===== src/rtl/mmio_pkg.sv =====
// Shared constants, FSM state type and MMIO write payload for the MMIO UART controller.
package mmio_pkg;

    localparam int unsigned ADDR_W  = 9;
    localparam int unsigned DATA_W  = 64;
    localparam int unsigned MASK_W  = 8;
    localparam int unsigned CKDIV_W = 32;
    localparam int unsigned BYTE_W  = 8;

    localparam logic [ADDR_W-1:0]  ADDR_UART = 9'h000;
    localparam logic [ADDR_W-1:0]  ADDR_LED  = 9'h001;
    localparam logic [ADDR_W-1:0]  ADDR_CTRL = 9'h002;

    localparam logic [CKDIV_W-1:0] CKDIV_RST_DEF = 32'h0000_01B1;

    typedef enum logic [1:0] {
        ST_IDLE  = 2'd0,
        ST_START = 2'd1,
        ST_DATA  = 2'd2,
        ST_STOP  = 2'd3
    } uart_state_e;

    typedef struct packed {
        logic              en;
        logic [ADDR_W-1:0] addr;
        logic [DATA_W-1:0] data;
        logic [MASK_W-1:0] mask;
    } mmio_wr_t;

endpackage


===== src/rtl/mmio_uart_fifo.sv =====
// Synchronous byte FIFO; a push while full is accepted when a pop happens in the same cycle.
module mmio_uart_fifo #(
    parameter int unsigned DEPTH = 4,
    parameter int unsigned WIDTH = 8
) (
    input  logic             clk,
    input  logic             rst_n,
    input  logic             push,
    input  logic             pop,
    input  logic [WIDTH-1:0] din,
    output logic [WIDTH-1:0] dout,
    output logic             full,
    output logic             empty
);

    localparam int unsigned AW = $clog2(DEPTH);

    logic [WIDTH-1:0] mem [DEPTH];
    logic [AW-1:0]    wptr;
    logic [AW-1:0]    rptr;
    logic [AW:0]      count;
    logic             wr_ok;
    logic             rd_ok;

    assign wr_ok = push && (!full || pop);
    assign rd_ok = pop && !empty;
    assign full  = (count == (AW+1)'(DEPTH));
    assign empty = (count == '0);
    assign dout  = mem[rptr];

    always_ff @(posedge clk) begin
        if (wr_ok) begin
            mem[wptr] <= din;
        end
    end

    always_ff @(posedge clk or negedge rst_n) begin
        if (!rst_n) begin
            wptr  <= '0;
            rptr  <= '0;
            count <= '0;
        end else begin
            if (wr_ok) begin
                wptr <= wptr + AW'(1);
            end
            if (rd_ok) begin
                rptr <= rptr + AW'(1);
            end
            case ({wr_ok, rd_ok})
                2'b10:   count <= count + (AW+1)'(1);
                2'b01:   count <= count - (AW+1)'(1);
                default: count <= count;
            endcase
        end
    end

endmodule


===== src/rtl/mmio_uart_ctrl.sv =====
// MMIO-programmed UART transmitter with LED register and sticky overflow flag.
// Macro MMIO_UART_FIFO_EN selects a FIFO_DEPTH-entry TX FIFO; otherwise a single holding register.
module mmio_uart_ctrl
    import mmio_pkg::*;
#(
    parameter int unsigned         FIFO_DEPTH = 4,
    parameter logic [CKDIV_W-1:0]  CKDIV_RST  = CKDIV_RST_DEF
) (
    input  logic              clk,
    input  logic              rst_n,
    input  logic              W0_en,
    input  logic [ADDR_W-1:0] W0_addr,
    input  logic [DATA_W-1:0] W0_data,
    input  logic [MASK_W-1:0] W0_mask,
    output logic              uart_tx,
    output logic [BYTE_W-1:0] led,
    output logic              tx_busy,
    output logic              tx_full,
    output logic              tx_ovf
);

    if ((FIFO_DEPTH < 2) || ((FIFO_DEPTH & (FIFO_DEPTH - 1)) != 0)) begin : g_bad_depth
        $error("mmio_uart_ctrl: FIFO_DEPTH must be a power of 2 and >= 2");
    end

    mmio_wr_t           wr;
    logic               ckdiv_we_c;
    logic               push_c;
    logic               led_we_c;
    logic               ovf_clr_c;
    logic               ovf_set_c;
    logic               pop_c;
    logic               fifo_full;
    logic               fifo_empty;
    logic [BYTE_W-1:0]  head;
    logic [CKDIV_W-1:0] ckdiv;

    uart_state_e        state, state_nx;
    logic [CKDIV_W-1:0] cnt, cnt_nx;
    logic [2:0]         idx, idx_nx;
    logic [BYTE_W-1:0]  sh, sh_nx;
    logic               tx_nx;

    assign wr = '{en: W0_en, addr: W0_addr, data: W0_data, mask: W0_mask};

    wire unused_data = &{1'b0, wr.data[DATA_W-1:40]};

    // Write decode; a lane group with a partial mask is ignored
    assign ckdiv_we_c = wr.en && (wr.addr == ADDR_UART) && (wr.mask[3:0] == 4'hF);
    assign push_c     = wr.en && (wr.addr == ADDR_UART) && (wr.mask[7:4] == 4'hF);
    assign led_we_c   = wr.en && (wr.addr == ADDR_LED)  && wr.mask[0];
    assign ovf_clr_c  = wr.en && (wr.addr == ADDR_CTRL) && wr.mask[0] && wr.data[0];
    assign ovf_set_c  = push_c && fifo_full && !pop_c;

`ifdef MMIO_UART_FIFO_EN
    mmio_uart_fifo #(
        .DEPTH (FIFO_DEPTH),
        .WIDTH (BYTE_W)
    ) u_fifo (
        .clk   (clk),
        .rst_n (rst_n),
        .push  (push_c),
        .pop   (pop_c),
        .din   (wr.data[39:32]),
        .dout  (head),
        .full  (fifo_full),
        .empty (fifo_empty)
    );
`else
    logic              hold_valid;
    logic [BYTE_W-1:0] hold_byte;

    always_ff @(posedge clk or negedge rst_n) begin
        if (!rst_n) begin
            hold_valid <= 1'b0;
            hold_byte  <= '0;
        end else if (push_c && (!hold_valid || pop_c)) begin
            hold_valid <= 1'b1;
            hold_byte  <= wr.data[39:32];
        end else if (pop_c) begin
            hold_valid <= 1'b0;
        end
    end

    assign fifo_full  = hold_valid;
    assign fifo_empty = !hold_valid;
    assign head       = hold_byte;
`endif

    assign tx_busy = (state != ST_IDLE) || !fifo_empty;
    assign tx_full = fifo_full;

    always_ff @(posedge clk or negedge rst_n) begin
        if (!rst_n) begin
            ckdiv  <= CKDIV_RST;
            led    <= '0;
            tx_ovf <= 1'b0;
        end else begin
            if (ckdiv_we_c) begin
                ckdiv <= wr.data[31:0];
            end
            if (led_we_c) begin
                led <= wr.data[7:0];
            end
            if (ovf_set_c) begin
                tx_ovf <= 1'b1;
            end else if (ovf_clr_c) begin
                tx_ovf <= 1'b0;
            end
        end
    end

    always_ff @(posedge clk or negedge rst_n) begin
        if (!rst_n) begin
            state   <= ST_IDLE;
            cnt     <= '0;
            idx     <= '0;
            sh      <= '0;
            uart_tx <= 1'b1;
        end else begin
            state   <= state_nx;
            cnt     <= cnt_nx;
            idx     <= idx_nx;
            sh      <= sh_nx;
            uart_tx <= tx_nx;
        end
    end

    // Frame sequencing; every bit start reloads the counter from the current ckdiv
    always_comb begin
        state_nx = state;
        cnt_nx   = cnt;
        idx_nx   = idx;
        sh_nx    = sh;
        tx_nx    = uart_tx;
        pop_c    = 1'b0;
        case (state)
            ST_IDLE: begin
                tx_nx = 1'b1;
                if (!fifo_empty) begin
                    pop_c    = 1'b1;
                    sh_nx    = head;
                    cnt_nx   = ckdiv;
                    tx_nx    = 1'b0;
                    state_nx = ST_START;
                end
            end
            ST_START: begin
                if (cnt == '0) begin
                    idx_nx   = '0;
                    cnt_nx   = ckdiv;
                    tx_nx    = sh[0];
                    state_nx = ST_DATA;
                end else begin
                    cnt_nx = cnt - CKDIV_W'(1);
                end
            end
            ST_DATA: begin
                if (cnt == '0) begin
                    cnt_nx = ckdiv;
                    if (idx == 3'd7) begin
                        tx_nx    = 1'b1;
                        state_nx = ST_STOP;
                    end else begin
                        idx_nx = idx + 3'(1);
                        sh_nx  = {1'b0, sh[BYTE_W-1:1]};
                        tx_nx  = sh[1];
                    end
                end else begin
                    cnt_nx = cnt - CKDIV_W'(1);
                end
            end
            ST_STOP: begin
                if (cnt == '0) begin
                    if (!fifo_empty) begin
                        pop_c    = 1'b1;
                        sh_nx    = head;
                        cnt_nx   = ckdiv;
                        tx_nx    = 1'b0;
                        state_nx = ST_START;
                    end else begin
                        tx_nx    = 1'b1;
                        state_nx = ST_IDLE;
                    end
                end else begin
                    cnt_nx = cnt - CKDIV_W'(1);
                end
            end
            default: begin
                state_nx = ST_IDLE;
            end
        endcase
    end

endmodule

===== config.mk =====
export PLATFORM = sky130hd
export DESIGN_NAME = mmio_uart_ctrl
export DESIGN_NICKNAME = d
export VERILOG_FILES = /design/src/rtl/mmio_pkg.sv /design/src/rtl/mmio_uart_fifo.sv /design/src/rtl/mmio_uart_ctrl.sv
export SDC_FILE = /design/constraint.sdc
export NUM_CORES = 1
export LEC_CHECK = 0
export ABC_AREA = 1
export BUFFER_PORTS_ARGS = -buffer_cell sky130_fd_sc_hd__buf_2
export CORE_UTILIZATION = 55
export CTS_BUF_LIST = sky130_fd_sc_hd__clkbuf_8 sky130_fd_sc_hd__clkbuf_16
export CTS_CLUSTER_DIAMETER = 50
export DETAILED_ROUTE_END_ITERATION = 8
export PLACE_DENSITY = 0.82
export SYNTH_ARGS = -nofsm -noshare
export SYNTH_HDL_FRONTEND = slang
export SYNTH_SLANG_ARGS = --single-unit

===== constraint.sdc =====
create_clock -name clk -period 2.4 [get_ports clk]
set_input_delay 0.48 -clock clk [delete_from_list [all_inputs] [get_ports clk]]
set_output_delay 0.48 -clock clk [all_outputs]
set_load 0.02 [all_outputs]

Yosys cells after proc, flatten, opt, wreduce, memory -nomap -nowiden
Cells that the tools add are included.

Add/subtract/negate cells: 2. Multipliers: 0. Divide/modulo/power cells: 0. Order comparisons: 0. Eq/ne operators: 14. Shifts and indexed selects: 0. Muxes and demuxes: 33. Bitwise logic cells: 0. Reductions and logical operators: 28.

Operators by type and width (count): $mux W32 (3); $pmux W32 S3 (1); $logic_not A32 Y1 (1); $mux W8 (4); $sub A32 B1 Y32 const B (1); $pmux W8 S3 (1); $mux W1 (12); $ne A2 B2 Y1 const B (6); $logic_and A1 B1 Y1 (11); $mux W2 (5); $eq A9 B1 Y1 const B (1); $eq A9 B2 Y1 const B (1); $logic_not A9 Y1 (1); $mux W3 (3); $eq A4 B4 Y1 const B (2); $pmux W2 S4 (1); $reduce_and A4 Y1 (2); $reduce_bool A2 Y1 (4); $pmux W3 S2 (1); $reduce_and A5 Y1 (1); $eq A2 B2 Y1 const B (2); $pmux W1 S4 (1); $add A3 B1 Y3 const B (1); $eq A3 B3 Y1 const B (1); 8 further kinds (10).

Register bits after elaboration: 96. Bits in latches: 0. Memory bits (writable): 0. Memory bits (read-only): 0. Bits of input ports: 84. Output and inout bits: 12. Logic and storage cells: 87. Memories: 0.

Longest topological paths before layout
Gate-level depths: netlist of the first run.

Depth in word-level cells: 6. Depth in mapped cells: 13. Depth with buffers taken out: 13.

Worst setup path after synthesis of the first run
No wires, ideal clock.

Path kind: register to register. From: register cnt[0]. To: register cnt[16]. Setup time: 118 ps. Data arrival time: 1745 ps. Data required time: 2282 ps. Path slack: 537 ps. Stages on the path, launching flop included: 14. Buffers on the path: 2. Clock period less this slack: 1863 ps. Cells stage by stage: dfrtp_1 inv_1 ha_1 nand2_4 nor2_8 nand2_4 nor2_4 nand2_2 buf_6 buf_2 o21ai_1 nand2_1 nand3_1 nand2_1.

Longest elaborated chain between the ends: 3. Elaborated cells on any way between the ends: 5. Those cells by class: add/sub: 1; mux: 3; reduce/logical: 1.

RTL lines: from (decl) (line mmio_uart_ctrl.sv:39) `logic [CKDIV_W-1:0] cnt, cnt_nx;`; from (signal assigned) (line mmio_uart_ctrl.sv:122) `cnt <= cnt_nx;`; $sub A32 B1 Y32 or $logic_not A32 Y1 (tied branches); $mux W32, on equally long branches (line mmio_uart_ctrl.sv:174, mmio_uart_ctrl.sv:149, mmio_uart_ctrl.sv:159); $pmux W32 S3 (*) (line mmio_uart_ctrl.sv:137) `case (state)`; named net cnt_nx[16] (line mmio_uart_ctrl.sv:39).

The timed path passes the listed nets; every way through them passes the cells marked *. A chain may end at the register's enable or synchronous reset.

Worst setup path after layout of the first run
From: register cnt[0]. To: register cnt[5].

Same word-level chain as after synthesis.

==> results.json, run 1 <==
{
  "fin_crit_ns": 2.211,
  "final_cell_area_mm2": 0.006509,
  "vdd_drop_max_mv": 0.5154,
  "ant_nets": 0,
  "crit_top_cell": "nand2_4",
  "via_per_inst": 5.329,
  "dpl_cell_area_mm2": 0.006266,
  "avgSynthCellArea_um2": 7.015,
  "fp.dieH_um": 104.5,
  "yosysSeqAreaShare_pct": 41.69,
  "fp.dieW_um": 104.5,
  "dp_cells": 1007,
  "setup_viol": 0,
  "dp_hpwl_mm": 9.554,
  "period_share_pct": 92.12,
  "rows": 37,
  "cts_hold_buf": 0,
  "arrival_ns": 2.49,
  "hold_ws_ns": 0.02354,
  "power_density_mw_per_mm2": 1026,
  "worst_pin_slew_ns": 0.5736,
  "mappedNetlistArea_mm2": 0.005781,
  "diodes": 0,
  "cts.sinks": 96,
  "grt_pass1_vias": 5080,
  "wl_mm": 13.58,
  "path_clk_slew_ns": 0.10,
  "crit_path_top_delay_cell": "dfrtp_1",
  "crit_family": "simple AND/OR/NAND/NOR gates",
  "syn2layout_area_growth_pct": 12.60,
  "wire_per_inst_um": 13.27,
  "fillers": 894,
  "antenna_found_initial": 0,
  "final_cells": 1023,
  "finalHoldViolCount": 0,
  "cp.buffers_inverters": 2,
  "drc": 0,
  "power_leakage_uw": 0.003399,
  "synth_nets": 916,
  "tritoncts": "done",
  "grt_max_degree": 65,
  "synthDistinctLibCells": 35,
  "synthCells": 824,
  "cp.required_ns": 2.68,
  "io_buffers": 71,
  "cts_root_buf": "clkbuf_8",
  "place_congestion": 0.9104,
  "yosys_warnings": 0,
  "htree_levels": 3,
  "cp_max_fo": 27,
  "dieArea_mm2": 0.01092,
  "r2r_start": "cnt[0]",
  "status": "finished clean",
  "start_util_pct": 56.25,
  "cpPeakStageDelay_ns": 0.39,
  "final_util_pct": 63.33,
  "maxCapViolCount": 0,
  "fin_setup_tns_ns": 0,
  "hp-class": "input port to asynchronous set/reset pin",
  "relSlewSlack_pct": 61.47,
  "crit_type": "flop to flop",
  "vias": 5452,
  "gr-usage-all-layers_pct": 26.78,
  "dr.first_iter.drc_count": 344,
  "drtPass1Iterations": 5,
  "overflow": 0,
  "cts_buffers": 9,
  "max_freq_mhz": 452.3,
  "cts.path.max_buffers": 2,
  "drive_above_1_share_pct": 14.43,
  "rsz0062_at_grt": "false",
  "path_cells": "inv_1 -> ha_1 -> nand2_4 -> nor2_8 -> nand2_4 -> nor2_4 -> nand2_4 -> buf_4 -> o21ai_0 -> nand2_1 -> nand3_1 -> nand2_1",
  "drv_slew": 0,
  "finalNetCount": 974,
  "grt_pass1_wl_mm": 23.54,
  "io_pins": 96,
  "clkLatencyLatePin_ns": 0.38,
  "setup.worst_path.start": "cnt[0]",
  "fin_skew_ns": 0.009560,
  "core_mm2": 0.01028,
  "start_kind": "flop",
  "synth-seq-cells": 96,
  "worst_setup_path_end_kind": "flop"
}
==> Yosys cell counts <==
| cell type | count | area (µm²) |
|---|---|---|
| buf_1 | 3 | 11.26 |
| nand2_4 | 2 | 22.52 |
| inv_2 | 2 | 7.510 |
| o21ai_0 | 50 | 250.2 |
| clkbuf_1 | 27 | 101.4 |
| inv_1 | 70 | 262.8 |
| or2_2 | 1 | 6.260 |
| dfstp_2 | 6 | 157.7 |
| a21oi_1 | 7 | 35.03 |
| xnor2_1 | 2 | 17.52 |
| buf_2 | 6 | 30.03 |
| nor2_4 | 3 | 33.78 |
| nand2_1 | 280 | 1051 |
| o21ai_2 | 1 | 8.760 |
| buf_6 | 4 | 45.04 |
| nand4_1 | 11 | 68.82 |
| a31oi_1 | 1 | 6.260 |
| nand3_1 | 61 | 305.3 |
| o21ai_1 | 101 | 505.5 |
| xor2_1 | 14 | 122.6 |
| a21boi_0 | 1 | 7.510 |
| dfrtp_1 | 90 | 2252 |
| nor2_8 | 1 | 20.02 |
| nor2_2 | 4 | 25.02 |
| o41ai_1 | 1 | 8.760 |
| mux2i_1 | 6 | 60.06 |
| nand3_2 | 1 | 10.01 |
| or2_1 | 1 | 6.260 |
| nand2_2 | 3 | 18.77 |
| nor3_1 | 2 | 10.01 |
| nor4_1 | 2 | 12.51 |
| clkinv_1 | 1 | 3.750 |
| a32oi_1 | 1 | 8.760 |
| nor2_1 | 50 | 187.7 |
| ha_1 | 8 | 100.1 |
==> flip-flops by register name, indices dropped and copies added, names as in the netlist <==
signal / cells
sh: 8
cnt: 32
idx: 3
tx_ovf: 1
tx_full: 1
uart_tx: 1
state: 2
head: 8
led: 8
ckdiv: 32
==> cell type report <==
type                       instances  area, µm²  area share (%)
clock buffer                       9      123.9           1.903
multi-input combinational        615       2914           44.77
tap                              136      170.2           2.614
timing repair buffer              87      503.0           7.728
inverter                          73      274.0           4.210
clock inverter                     7      113.9           1.749
sequential                        96       2410           37.02
==> logic make-up (layout without fill, tap and decap cells) <==
| kind of cell | count (synthesis) | count (layout) | synth area share (%) |
|---|---|---|---|
| AND/OR/NAND/NOR | 422 | 422 | 30.76 |
| AO/OA/AOI/OAI | 163 | 163 | 14.37 |
| buffers and inverters | 113 | 176 | 7.987 |
| flip-flops | 96 | 96 | 41.69 |
| XOR/XNOR | 16 | 16 | 2.424 |
| adder cells (fa/ha/maj) | 8 | 8 | 1.732 |
| multiplexers | 6 | 6 | 1.039 |
==> layer usage <==
metal  share of wire [%]  track usage (%)  vias to the layer above  wire length [µm]
met3                 6.1            3.822                       20               822
met2                  45            42.15                      182              6099
met5                   0                0                        -                 0
met1                  47            37.07                     2462              6400
li1                    -                -                     2788                 -
met4                 1.9            11.22                        0               257
==> where the power goes <==
| group | total (µW) | leakage, µW | switching (µW) | internal, µW |
|---|---|---|---|---|
| clock network | 1250 | 0.000119 | 641 | 610 |
| logic | 3300 | 0.00199 | 2190 | 1120 |
| registers | 2130 | 0.00129 | 255 | 1870 |
| total | 6680 | 0.00340 | 3080 | 3600 |
==> per-stage QoR <==
step	worst slack, ns	total power, µW
floorplan	0.5373	4650
global route	0.02930	7277
CTS	0.1483	6639
finish	0.1891	6680
detailed placement	0.1679	5382
global placement	0.2347	5329
==> what timing repair did <==
action / in CTS / in global routing
setup buffers: 0 / 0
gates resized for setup: 0 / 1
setup endpoints to repair: 0 / 5
==> path summary, 6_finish.rpt <==
kind | end | slack (ns) | cells after the start
setup / recovery | cnt[5] | 0.19 | 12
hold / removal | ckdiv[9] | 0.02 | 1
setup reg to reg | cnt[5] | 0.19 | 12
hold reg to reg | uart_tx | 0.48 | 2
max in group asynchronous | ckdiv[0] | 1.71 | 2
min in group clk | ckdiv[8] | 0.32 | 3
==> layout by cell type, fill, tap and decap left out, drive strengths merged <==
cell type	n
o21ai	152
a21oi	7
bufinv	2
mux2i	6
dfstp	6
nor4	2
a31oi	1
xor2	14
a21boi	1
or2	2
nand4	11
xnor2	2
buf	87
o41ai	1
clkinv	4
nor3	2
nand2	285
a32oi	1
ha	8
clkbuf	9
nand3	62
nor2	58
dfrtp	90
inv	74
(Power assumes the default switching activity.)
==> run 2, diff against run 1 <==
- CELL_PAD_IN_SITES_DETAIL_PLACEMENT: not set -> 1
- CELL_PAD_IN_SITES_GLOBAL_PLACEMENT: not set -> 2
- CORE_UTILIZATION: 55 -> 32
- PLACE_DENSITY: 0.82 -> 0.85
- REMOVE_ABC_BUFFERS: not set -> 1
- clock period: 2.4 -> 2.05 ns (I/O delays scaled with it)
==> results.json, run 2 (synthesized netlist as in run 1, its figures left out) <==
{
  "status": "complete, but fails checks",
  "violations": "hold timing",
  "fp.dieH_um": 136.4,
  "fin_skew_ns": 0.01141,
  "core_mm2": 0.01748,
  "power_density_mw_per_mm2": 1242,
  "p_comb_share_pct": 49.5,
  "vdd_drop_max_mv": 0.4628,
  "final_common_cell": "nand2_1",
  "max_freq_mhz": 525.6,
  "start_kind": "flop",
  "ant_nets": 0,
  "finalNetCount": 989,
  "cts.sinks": 96,
  "syn2layout_area_growth_pct": 18.96,
  "final_cells": 1127,
  "p_switching_uw": 3908,
  "clock_power_share_pct": 21.2,
  "cts_buffers": 9,
  "vias": 5486,
  "crit_type": "flop to flop",
  "drc": 0,
  "overflow": 0,
  "wire_per_inst_um": 14.18,
  "cp.required_ns": 2.35,
  "grt_pass1_vias": 5655,
  "cts_resized": 0,
  "period_share_pct": 92.81,
  "start_util_pct": 33.08,
  "cts.path.max_buffers": 2,
  "gr-usage-all-layers_pct": 19.05,
  "antenna_found_initial": 0,
  "dieArea_mm2": 0.01861,
  "relSlewSlack_pct": 68.03,
  "fin_crit_ns": 1.903,
  "fillers": 2182,
  "place_congestion": 0.7574,
  "final_cell_mix": "nand2_1, o21ai_1, dfrtp_1",
  "reg_top3": "ckdiv x32, cnt x32",
  "dp_hpwl_mm": 11.32,
  "power_uw": 8541,
  "maxCapViolCount": 0,
  "drtPass1Iterations": 4,
  "power_leakage_uw": 0.003516,
  "htree_levels": 3,
  "setup_viol": 0,
  "post-cts-setup-buffers": 0,
  "hold_ws_ns": -0.0002105,
  "worst_pin_slew_ns": 0.4795,
  "power.internal_uw": 4632,
  "cp_max_fo": 7,
  "wl_mm": 15.98,
  "worst_setup_path_end_kind": "flop",
  "swShare_pct": 45.76,
  "cts_root_buf": "clkbuf_16",
  "path_clk_slew_ns": 0.08,
  "drv_slew": 0,
  "seq_power_share_pct": 29.3,
  "arrival_ns": 2.20,
  "grt_max_degree": 65,
  "finalHoldViolCount": 1,
  "dr.first_iter.drc_count": 156,
  "cts_hold_buf": 0,
  "clkLatencyLatePin_ns": 0.36,
  "io_buffers": 71,
  "diodes": 0,
  "drive_above_1_share_pct": 16.52,
  "hp-class": "input port to asynchronous set/reset pin",
  "grt_pass1_wl_mm": 27.87,
  "rows": 48,
  "dp_cells": 1111,
  "via_per_inst": 4.868,
  "tritoncts": "done",
  "fp.dieW_um": 136.4,
  "io_pins": 96
}
[run 2: cell types whose count changed in the layout (fill, tap and decap cells not counted), moves of 6 or more]
cell / before / now
buf_4: 15 / 26
clkbuf_16: 0 / 9
clkbuf_8: 9 / 0
o21ai_0: 50 / 44
o21ai_1: 101 / 107
[run 2: final cells by class]
| cell class | count | area, µm² | share of cell area [%] |
|---|---|---|---|
| clock buffer | 9 | 225.2 | 3.275 |
| clock inverter | 7 | 85.08 | 1.237 |
| inverter | 73 | 274.0 | 3.985 |
| multi-input combinational | 615 | 2952 | 42.92 |
| sequential | 96 | 2411 | 35.06 |
| tap | 225 | 281.5 | 4.094 |
| timing repair buffer | 102 | 648.1 | 9.425 |
[run 2: worst paths after layout]
kind	from	to	slack [ns]	depth (start not counted)
max in group asynchronous	rst_n	uart_tx	1.42	2
min	rst_n	led[4]	-0.0002	1
max reg2reg	cnt[0]	head[7]	0.15	13
min in group clk	W0_data[8]	ckdiv[8]	0.26	3
min reg2reg	uart_tx	uart_tx	0.48	2
max	cnt[0]	head[7]	0.15	13
[run 2: routing by layer]
layer	routed length (µm)	vias to the layer above	GRT usage, %
met2	7432	87	31.78
met3	538	17	2.871
met1	7777	2569	25.17
met5	0	-	0
li1	-	2813	-
met4	235	0	6.049
[run 2: worst max-delay path, stage by stage (launching register included)]
cell and delay, ns:
dfrtp_1 0.38, inv_1 0.12, ha_4 0.16, nand2_4 0.08, nor2_8 0.13, nand2_4 0.07, nor2_4 0.17, nand3_1 0.12
nand2_1 0.09, nand2_1 0.05, nand2_1 0.16, buf_4 0.18, nand3_1 0.07, nand2_1 0.08
[run 2: through the flow]
step           area, µm²    TNS, ns  utilization (%)  hold slack (ns)  setup slack, ns
4_1_cts             6827          0            39.06          0.01930          0.02206
3_3_place_gp        6516          0            37.29           0.4067           0.1173
2_1_floorplan       5593     -13.07                -           0.1144          -0.3515
5_1_grt             6877  -0.002864            39.35          0.03216        -0.001455
6_report            6877          0            39.35       -0.0002105           0.1475
3_5_place_dp        6516          0            37.29           0.4064          0.03142
[run 2: power by group through the flow]
stage	Combinational [µW]	Sequential, µW	Clock [µW]
5_1_grt	4900	2550	1920
2_1_floorplan	2900	2460	0
3_3_place_gp	4050	2530	0
6_report	4230	2510	1810
4_1_cts	4190	2500	1860
3_5_place_dp	4140	2530	0
==> run 3, diff against run 2 <==
- PLACE_DENSITY: 0.85 -> 0.87
==> results.json, run 3 (synthesized netlist as in run 1, its figures left out) <==
{
  "status": "finished clean",
  "reg_top3": "ckdiv x32, cnt x32",
  "overflow": 0,
  "max_freq_mhz": 519.5,
  "grt_pass1_vias": 5784,
  "clkLatencyLatePin_ns": 0.36,
  "via_per_inst": 4.917,
  "wl_mm": 16.06,
  "multi_input_comb_area_mm2": 0.002939,
  "htree_levels": 3,
  "crit_type": "flop to flop",
  "antenna_found_initial": 0,
  "start_util_pct": 33.08,
  "io_buffers": 71,
  "dpl_cell_area_mm2": 0.006526,
  "wire_per_inst_um": 14.26,
  "io_pins": 96,
  "final_cell_mix": "nand2_1, o21ai_1, dfrtp_1",
  "fillers": 2220,
  "fp.dieW_um": 136.4,
  "gr-usage-all-layers_pct": 19.12,
  "cts_root_buf": "clkbuf_16",
  "dieArea_mm2": 0.01861,
  "final_cell_area_mm2": 0.006864,
  "hold_ws_ns": 0.2557,
  "cts.sinks": 96,
  "fp.dieH_um": 136.4,
  "rsz0062_at_grt": "true",
  "place_congestion": 0.7789,
  "post-cts-setup-buffers": 0,
  "final_common_cell": "nand2_1",
  "relSlewSlack_pct": 66.64,
  "cp.required_ns": 2.30,
  "drc": 0,
  "seq_area_mm2": 0.002411,
  "pre_cts_ws_ns": 0.04689,
  "power_leakage_uw": 0.003514,
  "cts_buffers": 9,
  "power_uw": 8438,
  "worst_setup_path_end_kind": "flop",
  "period_share_pct": 93.91,
  "drv_slew": 0,
  "tritoncts": "done",
  "dp_hpwl_mm": 11.34,
  "syn2layout_area_growth_pct": 18.74,
  "maxCapViolCount": 0,
  "finalNetCount": 988,
  "ant_nets": 0,
  "start_kind": "flop",
  "cts.path.max_buffers": 2,
  "cp_max_fo": 31,
  "vdd_drop_max_mv": 0.6220,
  "path_clk_slew_ns": 0.08,
  "drive_above_1_share_pct": 16.32,
  "drtPass1Iterations": 4,
  "fin_crit_ns": 1.925,
  "vias": 5537,
  "diodes": 0,
  "worst_pin_slew_ns": 0.5003,
  "fin_skew_ns": 0.01119,
  "core_mm2": 0.01748,
  "arrival_ns": 2.18,
  "finalHoldViolCount": 0,
  "rows": 48,
  "final_util_pct": 39.28,
  "hp-class": "input port to flop",
  "grt_pass1_wl_mm": 28.23,
  "setup_viol": 0,
  "power_density_mw_per_mm2": 1229,
  "grt_max_degree": 65,
  "dr.first_iter.drc_count": 206,
  "finalWorstSetupSlack_ns": 0.1249
}
## run 3: cell count changes in the layout (fill, tap and decap cells not counted), moves of 2 or more
cell	change
buf_6	-2
nor2_2	+3
buf_12	+2
nor2_1	-2
buf_4	-2
nand2_1	+2
## run 3: cell type report
| type | instances | area share (%) |
|---|---|---|
| timing repair buffer | 101 | 9.625 |
| tap | 225 | 4.101 |
| inverter | 73 | 3.992 |
| clock buffer | 9 | 3.281 |
| multi-input combinational | 615 | 42.82 |
| sequential | 96 | 35.13 |
| clock inverter | 7 | 1.057 |
## run 3: worst paths after layout
kind,startpoint,endpoint,slack (ns),depth (start not counted)
max in group asynchronous,rst_n,ckdiv[4],0.92,3
hold / removal,W0_data[8],ckdiv[8],0.26,3
setup reg to reg,cnt[0],cnt[2],0.12,12
setup / recovery,cnt[0],cnt[2],0.12,12
min in group asynchronous,rst_n,led[3],0.53,2
hold reg to reg,uart_tx,uart_tx,0.47,2
## run 3: power breakdown
group / leakage [µW] / internal (µW) / switching [µW]
combinational: 0.00208 / 1450 / 2750
clock: 0.000144 / 866 / 874
sequential: 0.00129 / 2190 / 302
total: 0.00351 / 4510 / 3930
## run 3: layer usage
layer	up-vias	GRT usage [%]	routed length [µm]
met1	2638	24.67	7620
li1	2813	-	-
met2	78	32.66	7778
met5	-	0	0
met3	8	4.101	529
met4	0	3.951	129
## run 3: per-stage QoR
step / instances / TNS, ns
2_1_floorplan: 784 / -13.07
3_3_place_gp: 1109 / 0
3_5_place_dp: 1109 / 0
4_1_cts: 1126 / 0
5_1_grt: 1126 / -0.03696
6_report: 1126 / 0
## run 3: worst max-delay path, cell delays in order, from the launching register on
cell and delay [ns]:
dfrtp_1 0.38, inv_1 0.08, ha_2 0.21, nand2_4 0.09, nor2_8 0.12, nand2_4 0.08
nor2_4 0.15, nand2_4 0.12, buf_12 0.19, o21ai_1 0.16, nand2_1 0.08, nand3_1 0.07
nand2_1 0.06
## run 3: what timing repair did
action	4_1_cts	5_1_grt
gates resized for setup	0	14
hold buffers	1	0
setup endpoints to repair	0	41
endpoints found under the hold margin	18	0
